===== config.mk =====
export PLATFORM = sky130hd
export DESIGN_NAME = histogram_scratch_arbiter
export DESIGN_NICKNAME = d
export VERILOG_FILES = /design/src/rtl/hist_pkg.sv /design/src/rtl/hist_rd_tag_pipe.sv /design/src/rtl/histogram_scratch_arbiter.sv
export SDC_FILE = /design/constraint.sdc
export NUM_CORES = 1
export LEC_CHECK = 0
export CORE_ASPECT_RATIO = 0.8
export CORE_MARGIN = 1.5
export CORE_UTILIZATION = 35
export DETAILED_ROUTE_END_ITERATION = 10
export HOLD_SLACK_MARGIN = 0.06
export PLACE_DENSITY = 0.81
export SLEW_MARGIN = 10
export SYNTH_ARGS = -nofsm -noshare
export SYNTH_HDL_FRONTEND = slang
export SYNTH_SLANG_ARGS = --single-unit

===== constraint.sdc =====
create_clock -name clock -period 1.83 [get_ports clock]
set_input_delay 0.366 -clock clock [delete_from_list [all_inputs] [get_ports clock]]
set_output_delay 0.366 -clock clock [all_outputs]
set_load 0.01 [all_outputs]

===== src/rtl/hist_pkg.sv =====
// rtl/hist_pkg.sv - shared encodings and defaults for the histogram scratch arbiter
package hist_pkg;

   typedef enum logic {
      IDLE   = 1'b0,
      LOCK_A = 1'b1
   } state_t;

   typedef enum logic {
      OWN_A = 1'b0,
      OWN_B = 1'b1
   } owner_t;

   localparam int DEF_ADDR_W = 8;
   localparam int DEF_DATA_W = 32;
   localparam int DEF_RD_LAT = 3;

endpackage


===== src/rtl/hist_rd_tag_pipe.sv =====
// rtl/hist_rd_tag_pipe.sv - RD_LAT-deep valid/owner tag pipeline aligning read returns to their requester
module hist_rd_tag_pipe
   import hist_pkg::*;
#(
   parameter int RD_LAT = DEF_RD_LAT
) (
   input  logic   clock,
   input  logic   reset,
   input  logic   in_valid,
   input  owner_t in_owner,
   output logic   out_valid,
   output owner_t out_owner
);

   logic [RD_LAT-1:0] valid_q;
   logic [RD_LAT-1:0] owner_q;

   always_ff @(posedge clock) begin
      if (reset) begin
         valid_q <= '0;
         owner_q <= '0;
      end else begin
         valid_q[0] <= in_valid;
         owner_q[0] <= in_owner;
         for (int i = 1; i < RD_LAT; i++) begin
            valid_q[i] <= valid_q[i-1];
            owner_q[i] <= owner_q[i-1];
         end
      end
   end

   assign out_valid = valid_q[RD_LAT-1];
   assign out_owner = owner_t'(owner_q[RD_LAT-1]);

endmodule


===== src/rtl/histogram_scratch_arbiter.sv =====
// rtl/histogram_scratch_arbiter.sv - two-requester scratch memory arbiter with A-side RMW lock
// Optional HIST_ARB_ROUND_ROBIN_EN: alternate A/B on IDLE contention instead of fixed A priority.
module histogram_scratch_arbiter
   import hist_pkg::*;
#(
   parameter int ADDR_W = DEF_ADDR_W,
   parameter int DATA_W = DEF_DATA_W,
   parameter int RD_LAT = DEF_RD_LAT
) (
   input  logic              clock,
   input  logic              reset,
   input  logic              a_req,
   input  logic              a_we,
   input  logic              a_lock,
   input  logic [ADDR_W-1:0] a_addr,
   input  logic [DATA_W-1:0] a_wdata,
   output logic              a_gnt,
   output logic              a_rvalid,
   output logic [DATA_W-1:0] a_rdata,
   input  logic              b_req,
   input  logic              b_we,
   input  logic [ADDR_W-1:0] b_addr,
   input  logic [DATA_W-1:0] b_wdata,
   output logic              b_gnt,
   output logic              b_rvalid,
   output logic [DATA_W-1:0] b_rdata,
   output logic              mem_en,
   output logic              mem_we,
   output logic [ADDR_W-1:0] mem_addr,
   output logic [DATA_W-1:0] mem_wdata,
   input  logic [DATA_W-1:0] mem_rdata,
   output logic              locked
);

   state_t state, state_next;

`ifdef HIST_ARB_ROUND_ROBIN_EN
   owner_t last_owner;

   always_ff @(posedge clock) begin
      if (reset)
         last_owner <= OWN_B;
      else if (a_gnt)
         last_owner <= OWN_A;
      else if (b_gnt)
         last_owner <= OWN_B;
   end
`endif

   always_ff @(posedge clock) begin
      if (reset)
         state <= IDLE;
      else
         state <= state_next;
   end

   // Grants are gated by reset so nothing reaches memory while reset is held.
   always_comb begin
      state_next = state;
      a_gnt      = 1'b0;
      b_gnt      = 1'b0;
      if (!reset) begin
         case (state)
            IDLE: begin
               if (a_req && b_req) begin
`ifdef HIST_ARB_ROUND_ROBIN_EN
                  if (last_owner == OWN_A)
                     b_gnt = 1'b1;
                  else
                     a_gnt = 1'b1;
`else
                  a_gnt = 1'b1;
`endif
               end else begin
                  a_gnt = a_req;
                  b_gnt = b_req;
               end
               if (a_gnt && a_lock)
                  state_next = LOCK_A;
            end
            LOCK_A: begin
               a_gnt = a_req;
               if (!a_lock)
                  state_next = IDLE;
            end
            default: state_next = IDLE;
         endcase
      end
   end

   always_comb begin
      mem_en    = a_gnt | b_gnt;
      mem_we    = 1'b0;
      mem_addr  = '0;
      mem_wdata = '0;
      if (a_gnt) begin
         mem_we    = a_we;
         mem_addr  = a_addr;
         mem_wdata = a_wdata;
      end else if (b_gnt) begin
         mem_we    = b_we;
         mem_addr  = b_addr;
         mem_wdata = b_wdata;
      end
   end

   assign locked = (state == LOCK_A);

   logic   tag_valid;
   owner_t tag_owner;

   hist_rd_tag_pipe #(
      .RD_LAT (RD_LAT)
   ) u_tag_pipe (
      .clock     (clock),
      .reset     (reset),
      .in_valid  (mem_en & ~mem_we),
      .in_owner  (b_gnt ? OWN_B : OWN_A),
      .out_valid (tag_valid),
      .out_owner (tag_owner)
   );

   assign a_rvalid = tag_valid && (tag_owner == OWN_A);
   assign b_rvalid = tag_valid && (tag_owner == OWN_B);

   // Memory data arrives in the return cycle; the held copy covers the idle cycles.
   logic [DATA_W-1:0] a_rdata_q, b_rdata_q;

   always_ff @(posedge clock) begin
      if (reset) begin
         a_rdata_q <= '0;
         b_rdata_q <= '0;
      end else begin
         if (a_rvalid)
            a_rdata_q <= mem_rdata;
         if (b_rvalid)
            b_rdata_q <= mem_rdata;
      end
   end

   assign a_rdata = a_rvalid ? mem_rdata : a_rdata_q;
   assign b_rdata = b_rvalid ? mem_rdata : b_rdata_q;

endmodule


==> Word-level counts from Yosys, hierarchy flattened <==
Index checks and enable logic that the tools add are counted.
{ "totals": {"ff_bits": 71, "in_bits": 119, "output_inout_bits": 111, "wordCells": 34} }
{ "op_classes": {"mux": 20, "n_bitwise": 5, "n_reduce_logical": 4} }
{ "ops": {"columns": ["operator", "count"], "rows": [
  ["$mux W32", 4],
  ["$mux W8", 2],
  ["$mux W1", 12],
  ["$logic_and A1 B1 Y1", 4],
  ["$pmux W1 S2", 2],
  ["$not A1 Y1", 3],
  ["$and A1 B1 Y1", 1],
  ["$or A1 B1 Y1", 1]
]} }

==> Logic depth before layout (Yosys ltp) <==
{ "logic_depth": {"depth_word": 9, "depth_mapped": 5, "ltp_nobuf": 3} }

==> Hierarchy <==
From an unflattened synthesis, not the netlist that was laid out.
{ "hier_totals": {"hier_cells": 376, "hier_area_um2": 3584.7} }
{ "by_module_without_submodules": {"columns": ["mod", "n_inst", "cells_each", "area_per_inst_um2", "seq_area_each_um2"], "rows": [
  ["histogram_scratch_arbiter", 1, 364, 3427.0, 1301.2],
  ["hist_rd_tag_pipe", 1, 12, 157.7, 120.1]
]} }

==> Worst setup path after synthesis <==
No wires, ideal clock.
{ "synth_path": {"path_type": "input-to-output", "from": "input port a_req", "to": "output port mem_addr[0]", "arrival_time_ns": 1.194, "required_ns": 1.464, "slack_ns": 0.270, "stages": 5, "n_path_buf": 3, "cell_sequence": "buf_2 > clkbuf_1 > buf_2 > nand2_1 > a21oi_1"} }
{ "synth_between": {"elab_chain_cells": 7, "elab_cells_between_ends": 11, "cone_classes": "mux (10); reduce/logical (1)"} }
{ "synth_lines": {"columns": ["item", "line", "text"], "rows": [
  ["from (decl)", "histogram_scratch_arbiter.sv:12", "input logic a_req,"],
  ["$logic_and A1 B1 Y1", "histogram_scratch_arbiter.sv:65", "if (a_req && b_req) begin"],
  ["$mux W1", "histogram_scratch_arbiter.sv:65", null],
  ["$mux W1", "histogram_scratch_arbiter.sv:63", "case (state)"],
  ["$mux W1", "histogram_scratch_arbiter.sv:62", "if (!reset) begin"],
  ["$pmux W1 S2", "histogram_scratch_arbiter.sv:63", null],
  ["$mux W1", "histogram_scratch_arbiter.sv:62", null],
  ["$mux W8 *", "histogram_scratch_arbiter.sv:96", "if (a_gnt) begin"],
  ["to (decl)", "histogram_scratch_arbiter.sv:29", "output logic [ADDR_W-1:0] mem_addr,"]
]} }
Every way passes the cells marked *; elsewhere a longest branch is shown, timed or not. The select of a mux whose other input is x is not followed.

==> Final worst setup path <==
{ "layout_path": {"from": "register u_tag_pipe.valid_q[2]", "to": "output port a_rdata[31]"} }
{ "layout_between": {"elab_chain_cells": 2} }
{ "layout_lines": {"columns": ["item", "line", "text"], "rows": [
  ["from (decl)", "hist_rd_tag_pipe.sv:15", "logic [RD_LAT-1:0] valid_q;"],
  ["from (signal, indexed assignment)", "hist_rd_tag_pipe.sv:26", "valid_q[i] <= valid_q[i-1];"],
  ["$logic_and A1 B1 Y1", "histogram_scratch_arbiter.sv:123", "assign a_rvalid = tag_valid && (tag_owner == OWN_A);"],
  ["$mux W32", null, null],
  ["to (decl)", "histogram_scratch_arbiter.sv:19", "output logic [DATA_W-1:0] a_rdata,"]
]} }
No other way between the ends.

==> run metrics <==
status=finished, violations left; failing checks=setup timing; first-pass GRT wire length=19,000 um; setup ws final=-0.162 ns; Final period util=109%; Num CTS Buffers=9; Hold WC Path Type=reg -> reg; Worst Path Required=1.46 ns; Buffers on Ports=229; routed length per instance=16.4 um; routed vias/inst=between 4 and 5; synthesized instance count=~380; Nets=742; worst-skew pair later-pin latency=roughly 0.32 ns; Starting Density=36.6%; Max Cap Viol=0; CP Class=reg -> out; commonest non-fill, non-tap cell in the layout=clkdlybuf4s50_1; clk slew on worst S/H paths=about 0.060 ns; Fin. Hold Viols=0; hold_buf cts=0; area leader, netlist=dfxtp_1; Slew @ Worst Pin=approximately 0.27 ns; mean area per synthesized cell=roughly 9.6 um2; VDD IR-drop max=~0.40 mV; Antenna diodes=0; CP Data Arrival Time=1.63 ns; Tot GR Track Use=a little under a quarter; Setup Viol. Count Final=56; RSZ-0062 raised after global routing=true; total core area=0.00981 mm2; drt total wl=about 13,000 um; Synth Warn #=0; Clock Tree Root=clkbuf_16; die area=between 0.01 and 0.015 mm2; Cell Count, Final, Fillers Out=about 760; Netlist Area Pre-Place=~0.0036 mm2; largest net degree at the start of global routing=between 40 and 50; Crit. End Element=output pin; fill cell count=762; Post-DP HPWL=8760 um; Crit Path Max Fanout=7; clk_skew=0.00666 ns; net count after synthesis=494; via count=about 3,600; height of the die=93.6 um; FMAX=between 500 and 600 MHz; TritonRoute pass-1 iters=4; synth unique cells=17; Yosys reg bits=71; H-tree levels=3; cell area power density=613 mW/mm2; Period minus WS final=1.99 ns; total chip power=4.11 mW; layout cell share with drive strength beyond 1=41.1%; leakage=approximately 3.0 nW; placed insts=726; Iter 0 DRT Violations=~140; ANT nets after route=0; I/O Pins=230; Die Width=116 um; CTS Sinks=71; commonest cells after routing, fill and taps aside=clkdlybuf4s50_1 (116), nor2b_1 (70), dfxtp_1 (68); clk buf depth=2; Seq/Total Area, Yosys=approximately two fifths; CP Launch Type=register; GP Congestion=between 0.8 and 0.9; max_slew headroom=81.9%; global route total overflow=0; TritonCTS clock tree=yes; Synth area leaders=dfxtp_1 (40%), nor2b_1 (13%), mux2_4 (12%); Cell Rows=32; number of global-route vias before repair=3,811; max-slew violation count=0; Area Growth Syn to Fin=86.7%; Synth top area share=39.6%; drt drc=0; number of antenna violations at the first check in global routing=0
-- registers in the layout, summed over array words and instances (netlist names) --
| signal | cells |
|---|---|
| a_rdata_q | 32 |
| b_rdata_q | 32 |
| locked | 1 |
| u_tag_pipe.owner_q | 3 |
| u_tag_pipe.valid_q | 3 |
-- Yosys cell counts --
| library cell | count |
|---|---|
| nor4b_1 | 2 |
| nand2_1 | 42 |
| buf_2 | 10 |
| mux2_4 | 29 |
| nor3b_1 | 1 |
| nand3b_1 | 41 |
| nor2_1 | 5 |
| buf_4 | 1 |
| inv_1 | 1 |
| a21oi_1 | 42 |
| nor2b_1 | 72 |
| dfxtp_1 | 71 |
| buf_6 | 3 |
| buf_1 | 5 |
| mux2_1 | 24 |
| clkbuf_1 | 15 |
| mux2_2 | 11 |
-- critical path, stage by stage (launching register included) --
cell and delay, ns:
dfxtp_2 0.35, nor2b_4 0.24, buf_6 0.15, buf_12 0.13
mux2_4 0.31, buf_6 0.12
-- stage by stage --
step                      setup slack, ns  hold slack, ns  util (%)  cell area [um2]  TNS (ns)
after floorplan                     0.270           0.414         -             3590         0
after global placement             -0.664           0.429      62.7             6150    -30.11
after detailed placement           -0.639           0.422      62.7             6150    -31.62
after CTS                          -0.184           0.424      68.1             6680     -6.07
after global routing               -0.231           0.438      68.3             6700     -8.73
final                              -0.162           0.424      68.3             6700     -4.02
-- where the power goes --
group | switching [mW] | internal [mW]
Combinational | 0.311 | 0.482
Sequential | 0.00623 | 1.56
Clock | 0.655 | 1.10
Total | 0.972 | 3.14
-- path summary, 6_finish.rpt --
| kind | start | slack, ns | endpoint | cells past startpoint |
|---|---|---|---|---|
| min reg2reg | u_tag_pipe.valid_q[1] | 0.42 | u_tag_pipe.valid_q[2] | 1 |
| max | u_tag_pipe.valid_q[2] | -0.16 | a_rdata[31] | 5 |
| min | u_tag_pipe.valid_q[1] | 0.42 | u_tag_pipe.valid_q[2] | 1 |
| max reg2reg | u_tag_pipe.valid_q[2] | 0.29 | a_rdata_q[27] | 6 |
-- cell type report --
cell class / count / area, um2 / area share [%]
Tap cell: 136 / 170 / 2.54
Sequential cell: 71 / 1430 / 21.3
Clock inverter: 6 / 67.6 / 1.01
Clock buffer: 10 / 239 / 3.56
Multi-Input combinational cell: 269 / 2210 / 32.9
Timing Repair Buffer: 271 / 2590 / 38.6
Inverter: 1 / 3.75 / 0.0560
-- kinds of logic (layout without fill, tap and decap cells) --
logic type | count (synthesis) | after routing | share of synthesized area, %
flops | 71 | 71 | 39.6
buf+inv | 35 | 288 | 4.74
mux | 64 | 64 | 23.1
simple gates | 163 | 163 | 26.7
compound gates | 42 | 42 | 5.85
-- metal layers --
metal,up-vias,GRT usage (%),share of wire [%]
li1,1755,-,-
met1,1686,24.6,39
met2,138,41.4,52
met3,24,7.13,6.4
met4,0,7.83,2.5
met5,-,0,0
-- timing repair --
item / 4_1_cts / 5_1_grt
resized for setup: 532 / 27
endpoints found under the setup margin: 109 / 106
pin swaps: 9 / 18
endpoints found under the hold margin: 0 / 0
setup buffers: 19 / 2
cloned: 7 / 1
(Power assumes the default switching activity.)
